**src/rtl/riscv_isa_pkg.sv**
```systemverilog
// Shared RV32 ISA definitions: instruction type codes, opcodes and the
// encoded-entry payload used by the encoder, decoder and image builders.
package riscv_isa_pkg;

  localparam int unsigned INSTR_LEN = 32;
  localparam int unsigned ADDR_LEN  = 32;
  localparam int unsigned TYPE_LEN  = 3;

  localparam logic [TYPE_LEN-1:0] R_TYPE  = 3'd0;
  localparam logic [TYPE_LEN-1:0] I_TYPE  = 3'd1;
  localparam logic [TYPE_LEN-1:0] S_TYPE  = 3'd2;
  localparam logic [TYPE_LEN-1:0] SB_TYPE = 3'd3;
  localparam logic [TYPE_LEN-1:0] U_TYPE  = 3'd4;
  localparam logic [TYPE_LEN-1:0] UJ_TYPE = 3'd5;

  localparam logic [6:0] OP_LOAD   = 7'h03;
  localparam logic [6:0] OP_IMM    = 7'h13;
  localparam logic [6:0] OP_AUIPC  = 7'h17;
  localparam logic [6:0] OP_STORE  = 7'h23;
  localparam logic [6:0] OP_REG    = 7'h33;
  localparam logic [6:0] OP_LUI    = 7'h37;
  localparam logic [6:0] OP_BRANCH = 7'h63;
  localparam logic [6:0] OP_JALR   = 7'h67;
  localparam logic [6:0] OP_JAL    = 7'h6F;

  typedef struct packed {
    logic [INSTR_LEN-1:0] instr;
    logic [ADDR_LEN-1:0]  addr;
    logic                 err;
  } enc_entry_t;

endpackage

```
**src/rtl/instr_pack.sv**
```systemverilog
// Combinational RV32 field packing with immediate range/alignment checking.
// Errored words are still packed from the truncated immediate bits.
module instr_pack
  import riscv_isa_pkg::*;
#(
  parameter int unsigned INSTRUCTION_LENGTH = 32,
  parameter int unsigned TYPE_WIDTH         = 3,
  parameter int unsigned REGISTER_WIDTH     = 5,
  parameter int unsigned IMMEDIATE_WIDTH    = 32
) (
  input  logic [TYPE_WIDTH-1:0]         type_i,
  input  logic [6:0]                    opcode_i,
  input  logic [2:0]                    funct3_i,
  input  logic [6:0]                    funct7_i,
  input  logic [REGISTER_WIDTH-1:0]     rd_i,
  input  logic [REGISTER_WIDTH-1:0]     rs1_i,
  input  logic [REGISTER_WIDTH-1:0]     rs2_i,
  input  logic [IMMEDIATE_WIDTH-1:0]    imm_i,
  output logic [INSTRUCTION_LENGTH-1:0] instr_c_o,
  output logic                          err_c_o
);

  localparam int unsigned IW = IMMEDIATE_WIDTH;

  logic [4:0]  rd;
  logic [4:0]  rs1;
  logic [4:0]  rs2;
  logic        sext12_ok;
  logic        sext13_ok;
  logic        sext21_ok;
  logic [31:0] word;
  logic        err;

  assign rd  = 5'(rd_i);
  assign rs1 = 5'(rs1_i);
  assign rs2 = 5'(rs2_i);

  // Immediate is a sign extension of its low N bits when all bits above N-1 agree.
  assign sext12_ok = (&imm_i[IW-1:11]) | (~|imm_i[IW-1:11]);
  assign sext13_ok = (&imm_i[IW-1:12]) | (~|imm_i[IW-1:12]);
  assign sext21_ok = (&imm_i[IW-1:20]) | (~|imm_i[IW-1:20]);

  always_comb begin
    word = '0;
    err  = 1'b0;
    case (type_i)
      TYPE_WIDTH'(R_TYPE): begin
        word = {funct7_i, rs2, rs1, funct3_i, rd, opcode_i};
      end
      TYPE_WIDTH'(I_TYPE): begin
        word = {imm_i[11:0], rs1, funct3_i, rd, opcode_i};
        err  = !sext12_ok;
      end
      TYPE_WIDTH'(S_TYPE): begin
        word = {imm_i[11:5], rs2, rs1, funct3_i, imm_i[4:0], opcode_i};
        err  = !sext12_ok;
      end
      TYPE_WIDTH'(SB_TYPE): begin
        word = {imm_i[12], imm_i[10:5], rs2, rs1, funct3_i, imm_i[4:1], imm_i[11], opcode_i};
        err  = !sext13_ok || imm_i[0];
      end
      TYPE_WIDTH'(U_TYPE): begin
        word = {imm_i[31:12], rd, opcode_i};
        err  = |imm_i[11:0];
      end
      TYPE_WIDTH'(UJ_TYPE): begin
        word = {imm_i[20], imm_i[10:1], imm_i[11], imm_i[19:12], rd, opcode_i};
        err  = !sext21_ok || imm_i[0];
      end
      default: begin
        word = '0;
        err  = 1'b1;
      end
    endcase
  end

  assign instr_c_o = INSTRUCTION_LENGTH'(word);
  assign err_c_o   = err;

endmodule

```
**src/rtl/instr_encoder.sv**
```systemverilog
// Streaming RV32 instruction encoder: packs fields, tags each word with a
// running byte address and buffers results in a 2-entry head/tail FIFO.
module instr_encoder
  import riscv_isa_pkg::*;
#(
  parameter int unsigned INSTRUCTION_LENGTH = 32,
  parameter int unsigned TYPE_WIDTH         = 3,
  parameter int unsigned REGISTER_WIDTH     = 5,
  parameter int unsigned IMMEDIATE_WIDTH    = 32,
  parameter int unsigned ADDR_WIDTH         = 32,
  parameter logic [ADDR_WIDTH-1:0] BASE_ADDR = '0,
  parameter int unsigned ERR_CNT_WIDTH      = 8
) (
  input  logic                          clk,
  input  logic                          reset_n,
  input  logic                          flush,
  input  logic                          in_valid,
  output logic                          in_ready,
  input  logic [TYPE_WIDTH-1:0]         in_type,
  input  logic [6:0]                    in_opcode,
  input  logic [2:0]                    in_funct3,
  input  logic [6:0]                    in_funct7,
  input  logic [REGISTER_WIDTH-1:0]     in_rd,
  input  logic [REGISTER_WIDTH-1:0]     in_rs1,
  input  logic [REGISTER_WIDTH-1:0]     in_rs2,
  input  logic [IMMEDIATE_WIDTH-1:0]    in_imm,
  output logic                          out_valid,
  input  logic                          out_ready,
  output logic [INSTRUCTION_LENGTH-1:0] out_instr,
  output logic [ADDR_WIDTH-1:0]         out_addr,
  output logic                          out_err,
  output logic [ERR_CNT_WIDTH-1:0]      err_count
);

  logic [INSTRUCTION_LENGTH-1:0] pack_instr;
  logic                          pack_err;

  instr_pack #(
    .INSTRUCTION_LENGTH(INSTRUCTION_LENGTH),
    .TYPE_WIDTH        (TYPE_WIDTH),
    .REGISTER_WIDTH    (REGISTER_WIDTH),
    .IMMEDIATE_WIDTH   (IMMEDIATE_WIDTH)
  ) u_pack (
    .type_i   (in_type),
    .opcode_i (in_opcode),
    .funct3_i (in_funct3),
    .funct7_i (in_funct7),
    .rd_i     (in_rd),
    .rs1_i    (in_rs1),
    .rs2_i    (in_rs2),
    .imm_i    (in_imm),
    .instr_c_o(pack_instr),
    .err_c_o  (pack_err)
  );

  logic [1:0]                    count_q, count_d;
  logic [INSTRUCTION_LENGTH-1:0] head_instr_q, head_instr_d;
  logic [ADDR_WIDTH-1:0]         head_addr_q, head_addr_d;
  logic                          head_err_q, head_err_d;
  logic [INSTRUCTION_LENGTH-1:0] tail_instr_q, tail_instr_d;
  logic [ADDR_WIDTH-1:0]         tail_addr_q, tail_addr_d;
  logic                          tail_err_q, tail_err_d;
  logic [ADDR_WIDTH-1:0]         addr_q, addr_d;
  logic [ERR_CNT_WIDTH-1:0]      err_cnt_q, err_cnt_d;
  logic                          push;
  logic                          pop;

  assign in_ready  = (count_q != 2'd2) && !flush;
  assign out_valid = (count_q != 2'd0);
  assign push      = in_valid && in_ready;
  assign pop       = out_valid && out_ready;

  // Head always holds the oldest word so the outputs come straight from flops.
  always_comb begin
    count_d      = count_q;
    head_instr_d = head_instr_q;
    head_addr_d  = head_addr_q;
    head_err_d   = head_err_q;
    tail_instr_d = tail_instr_q;
    tail_addr_d  = tail_addr_q;
    tail_err_d   = tail_err_q;
    addr_d       = addr_q;
    err_cnt_d    = err_cnt_q;
    if (flush) begin
      count_d = 2'd0;
      addr_d  = BASE_ADDR;
    end else begin
      if (push) begin
        addr_d = addr_q + ADDR_WIDTH'(4);
        if (pack_err && (err_cnt_q != '1)) begin
          err_cnt_d = err_cnt_q + ERR_CNT_WIDTH'(1);
        end
      end
      case (count_q)
        2'd0: begin
          if (push) begin
            head_instr_d = pack_instr;
            head_addr_d  = addr_q;
            head_err_d   = pack_err;
            count_d      = 2'd1;
          end
        end
        2'd1: begin
          if (push && pop) begin
            head_instr_d = pack_instr;
            head_addr_d  = addr_q;
            head_err_d   = pack_err;
          end else if (push) begin
            tail_instr_d = pack_instr;
            tail_addr_d  = addr_q;
            tail_err_d   = pack_err;
            count_d      = 2'd2;
          end else if (pop) begin
            count_d = 2'd0;
          end
        end
        default: begin
          if (pop) begin
            head_instr_d = tail_instr_q;
            head_addr_d  = tail_addr_q;
            head_err_d   = tail_err_q;
            count_d      = 2'd1;
          end
        end
      endcase
    end
  end

  always_ff @(posedge clk or negedge reset_n) begin
    if (!reset_n) begin
      count_q      <= 2'd0;
      head_instr_q <= '0;
      head_addr_q  <= '0;
      head_err_q   <= 1'b0;
      tail_instr_q <= '0;
      tail_addr_q  <= '0;
      tail_err_q   <= 1'b0;
      addr_q       <= BASE_ADDR;
      err_cnt_q    <= '0;
    end else begin
      count_q      <= count_d;
      head_instr_q <= head_instr_d;
      head_addr_q  <= head_addr_d;
      head_err_q   <= head_err_d;
      tail_instr_q <= tail_instr_d;
      tail_addr_q  <= tail_addr_d;
      tail_err_q   <= tail_err_d;
      addr_q       <= addr_d;
      err_cnt_q    <= err_cnt_d;
    end
  end

  assign out_instr = head_instr_q;
  assign out_addr  = head_addr_q;
  assign out_err   = head_err_q;
  assign err_count = err_cnt_q;

endmodule

```
**config.mk**
```make
export PLATFORM = sky130hd
export DESIGN_NAME = instr_encoder
export DESIGN_NICKNAME = d
export VERILOG_FILES = /design/src/rtl/riscv_isa_pkg.sv /design/src/rtl/instr_pack.sv /design/src/rtl/instr_encoder.sv
export SDC_FILE = /design/constraint.sdc
export NUM_CORES = 1
export LEC_CHECK = 0
export CAP_MARGIN = 10
export CELL_PAD_IN_SITES_DETAIL_PLACEMENT = 0
export CELL_PAD_IN_SITES_GLOBAL_PLACEMENT = 2
export CORE_MARGIN = 3
export CORE_UTILIZATION = 34
export DETAILED_ROUTE_END_ITERATION = 10
export PLACE_DENSITY = 0.88
export SLEW_MARGIN = 15
export SYNTH_ARGS = -nofsm -noshare
export SYNTH_HDL_FRONTEND = slang
export SYNTH_HIERARCHICAL = 1
export SYNTH_SLANG_ARGS = --single-unit
```
**constraint.sdc**
```tcl
create_clock -name clk -period 2.2 [get_ports clk]
set_input_delay 0.66 -clock clk [delete_from_list [all_inputs] [get_ports clk]]
set_output_delay 0.66 -clock clk [all_outputs]
set_load 0.01 [all_outputs]
```
==> results_dict.tcl <==
set metrics [dict create \
    port_buffers 144 \
    syn_inst 742 \
    root_buffer "clkbuf_16" \
    drc 0 \
    postSynthAreaPerCell_um2 10.8 \
    dr.pass1.iters 5 \
    synthesis.area_um2 8040 \
    cpMaxStageDelayCell "clkdlybuf4s50_1" \
    postRouteAntennaNets 0 \
    via_per_inst 4.85 \
    synth-compound-area-share 0.0921 \
    rsz0062_at_grt "false" \
    r2r_cells 6 \
    synthXorXnorAreaFrac 0.0338 \
    path_depth 6 \
    fin_crit_sh 0.983 \
    clock_latency_ps 420 \
    grt_max_degree 47 \
    crit_path_max_incr_delay_ps 630 \
    synth_top_area_share 0.517 \
    yosysSeqAreaShare 0.517 \
    pin_count 147 \
    gp_congestion 0.817 \
    antennaDiodeCount 0 \
    numCtsBuffers 17 \
    yosysTopAreaCell "dfrtp_1" \
    layout-drive-gt1-share 0.215 \
    required_ps 2540 \
    start_util 0.351 \
    powerDensity_nw_per_um2 783 \
    antenna_found_initial 0 \
    utilization 0.482 \
    clock_skew_ps 8.49 \
    synthMuxAreaShare 0.173 \
    final_nets 1014 \
    hold_viol 0 \
    clock_tree.buffer_depth 2 \
    overflow 0 \
    synth_top_family_by_area "multiplexers" \
    grt_first_pass_wirelength_um 32100 \
    synth.distinct_cells 48 \
    wl_per_cell_um 15.4 \
    yosysWarnings 6 \
    setup-tns-final_ps 0 \
    path_max_fanout 9 \
    synth_ff_type "dfrtp_1" \
    setup_viol 0 \
    cp_num_buf_inv 2 \
    synth_fa_ha_area_frac 0.00311 \
    holdCritPathClass "input port to asynchronous set/reset pin" \
    dieHeight_um 160 \
    fin_area_um2 11100 \
    area_growth_pct 37.5 \
    synthSimpleGateAreaFrac 0.146 \
    vias 6133 \
    cp-startpoint "in_valid" \
    ys_ff_latch 166 \
    dp_hpwl_um 14300 \
    synth_edf_count 0 \
    reg2reg_to "addr_q[31]" \
    maxSlewViolCount 0 \
    min_period_ps 2160 \
    cts_tree "yes" \
    holdWs_ps 92.3 \
    drv_cap 0 \
    slew_headroom 0.634 \
    fill_cells 2137 \
    die_x_um 160 \
    dieArea_um2 25500 \
    path_delay_family "simple AND/OR/NAND/NOR gates" \
    placed_area_um2 10400 \
    drtIter0Drc 288 \
    wl_um 19500 \
    num_rows 55 \
    crit_chain "clkdlybuf4s50_1, nor3b_2, buf_4, nand4_4, or3_1, a21oi_1" \
    end_kind "register" \
    setup.worst_path.end "addr_q[31]" \
    crit_path_start_kind "input port" \
    r2r_start "count_q[1]" \
    worst_pin_slew_ps 548 \
    status "finished, final reports clean" \
    crit_type "input port to register" \
    max_freq_ghz 0.462 \
    grtUsageTotal 0.155 \
    coreArea_um2 22900 \
    worst-r2r-setup-slack_ps 260 \
    htree_levels 4 \
    first_global_vias 6300 \
    clock-sinks 166 \
    synth_area_leaders "dfrtp_1 (52%), mux2i_1 (8.2%), mux2_2 (8.1%)" \
    leakagePower_uw 0.00469 \
    peakVddDrop_v 0.000413 \
    arrival_ps 2510 \
    clk_pin_slew_ps 60 \
    async_flop_share 1.00 \
]
==> cells in the final DEF (no fill, tap or decap), types with 17 or more instances in the layout <==
master and instances:
a21oi_1 71, buf_4 71, clkbuf_16 17, clkdlybuf4s50_1 119, dfrtp_1 165, mux2_2 58, mux2i_1 66, nand2_1 35
nor2_1 95, o21ai_0 23, xor2_1 17
==> sequential cells by signal, summed over array words and instances (netlist names) <==
signal,count
tail_err_q,1
out_instr,32
tail_instr_q,32
out_err,1
count_q,2
addr_q,30
out_addr,30
tail_addr_q,30
err_count,8
==> through the flow <==
step / worst slack, ps / cells / power (uW)
2_1_floorplan: -168 / 743 / 4540
3_3_place_gp: -761 / 1232 / 5560
3_5_place_dp: -770 / 1232 / 5600
4_1_cts: 3.23 / 1265 / 8780
5_1_grt: 6.31 / 1265 / 9090
6_report: 36.4 / 1265 / 8660
==> worst min path at each step <==
stage | to | cells past startpoint
detailed placement | tail_instr_q[30] | 1
global placement | tail_instr_q[18] | 1
global route | out_addr[17] | 1
floorplan | addr_q[10] | 0
finish | out_addr[17] | 1
CTS | out_addr[17] | 1
==> cell type report <==
cell class | count | area, um^2 | area share
Sequential cell | 166 | 4160 | 0.376
Multi-Input combinational cell | 514 | 3710 | 0.335
Timing Repair Buffer | 225 | 2120 | 0.192
Clock buffer | 20 | 437 | 0.0395
Tap cell | 313 | 392 | 0.0354
Clock inverter | 11 | 175 | 0.0158
Inverter | 16 | 60.1 | 0.00543
==> cells in the mapped netlist (7+ instances only) <==
library cell,n
a21oi_1,72
nand2_1,35
nand4_1,16
and2_1,9
mux2_1,7
a22oi_1,18
o21ai_0,23
xnor2_1,14
nor2_1,97
nand3_1,10
mux2_2,58
nor4_1,8
buf_2,18
xor2_1,17
inv_1,16
mux2i_1,66
clkbuf_1,18
buf_1,7
dfrtp_1,166
==> what timing repair did <==
item | CTS | global route
pin swaps | 13 | 9
hold buffers | 0 | 0
cloned | 0 | 0
setup endpoints to repair | 13 | 9
buffers inserted | 2 | 0
resized for setup | 45 | 13
==> per-layer routing <==
layer,GRT usage,part of all wire,vias to the layer above,wire [um]
met2,0.253,0.48,128,9290
li1,-,-,3023,-
met3,0.0376,0.044,20,848
met4,0.0493,0.014,0,280
met1,0.205,0.47,2962,9070
met5,0,0,-,0
==> power breakdown <==
part | switching, uW | internal [uW] | leakage, uW
registers | 279 | 3490 | 0.00212
logic | 747 | 1000 | 0.00228
clock network | 1240 | 1900 | 0.000291
total | 2260 | 6390 | 0.00469
==> cells by family (layout without fill, tap and decap cells) <==
family,Yosys count,in the layout
buf+inv,63,272
mux,131,131
other cells,1,2
simple gates,219,219
compound gates,129,129
fa+ha+maj,2,2
xor+xnor,31,31
flops,166,166
(Power assumes the default switching activity.)
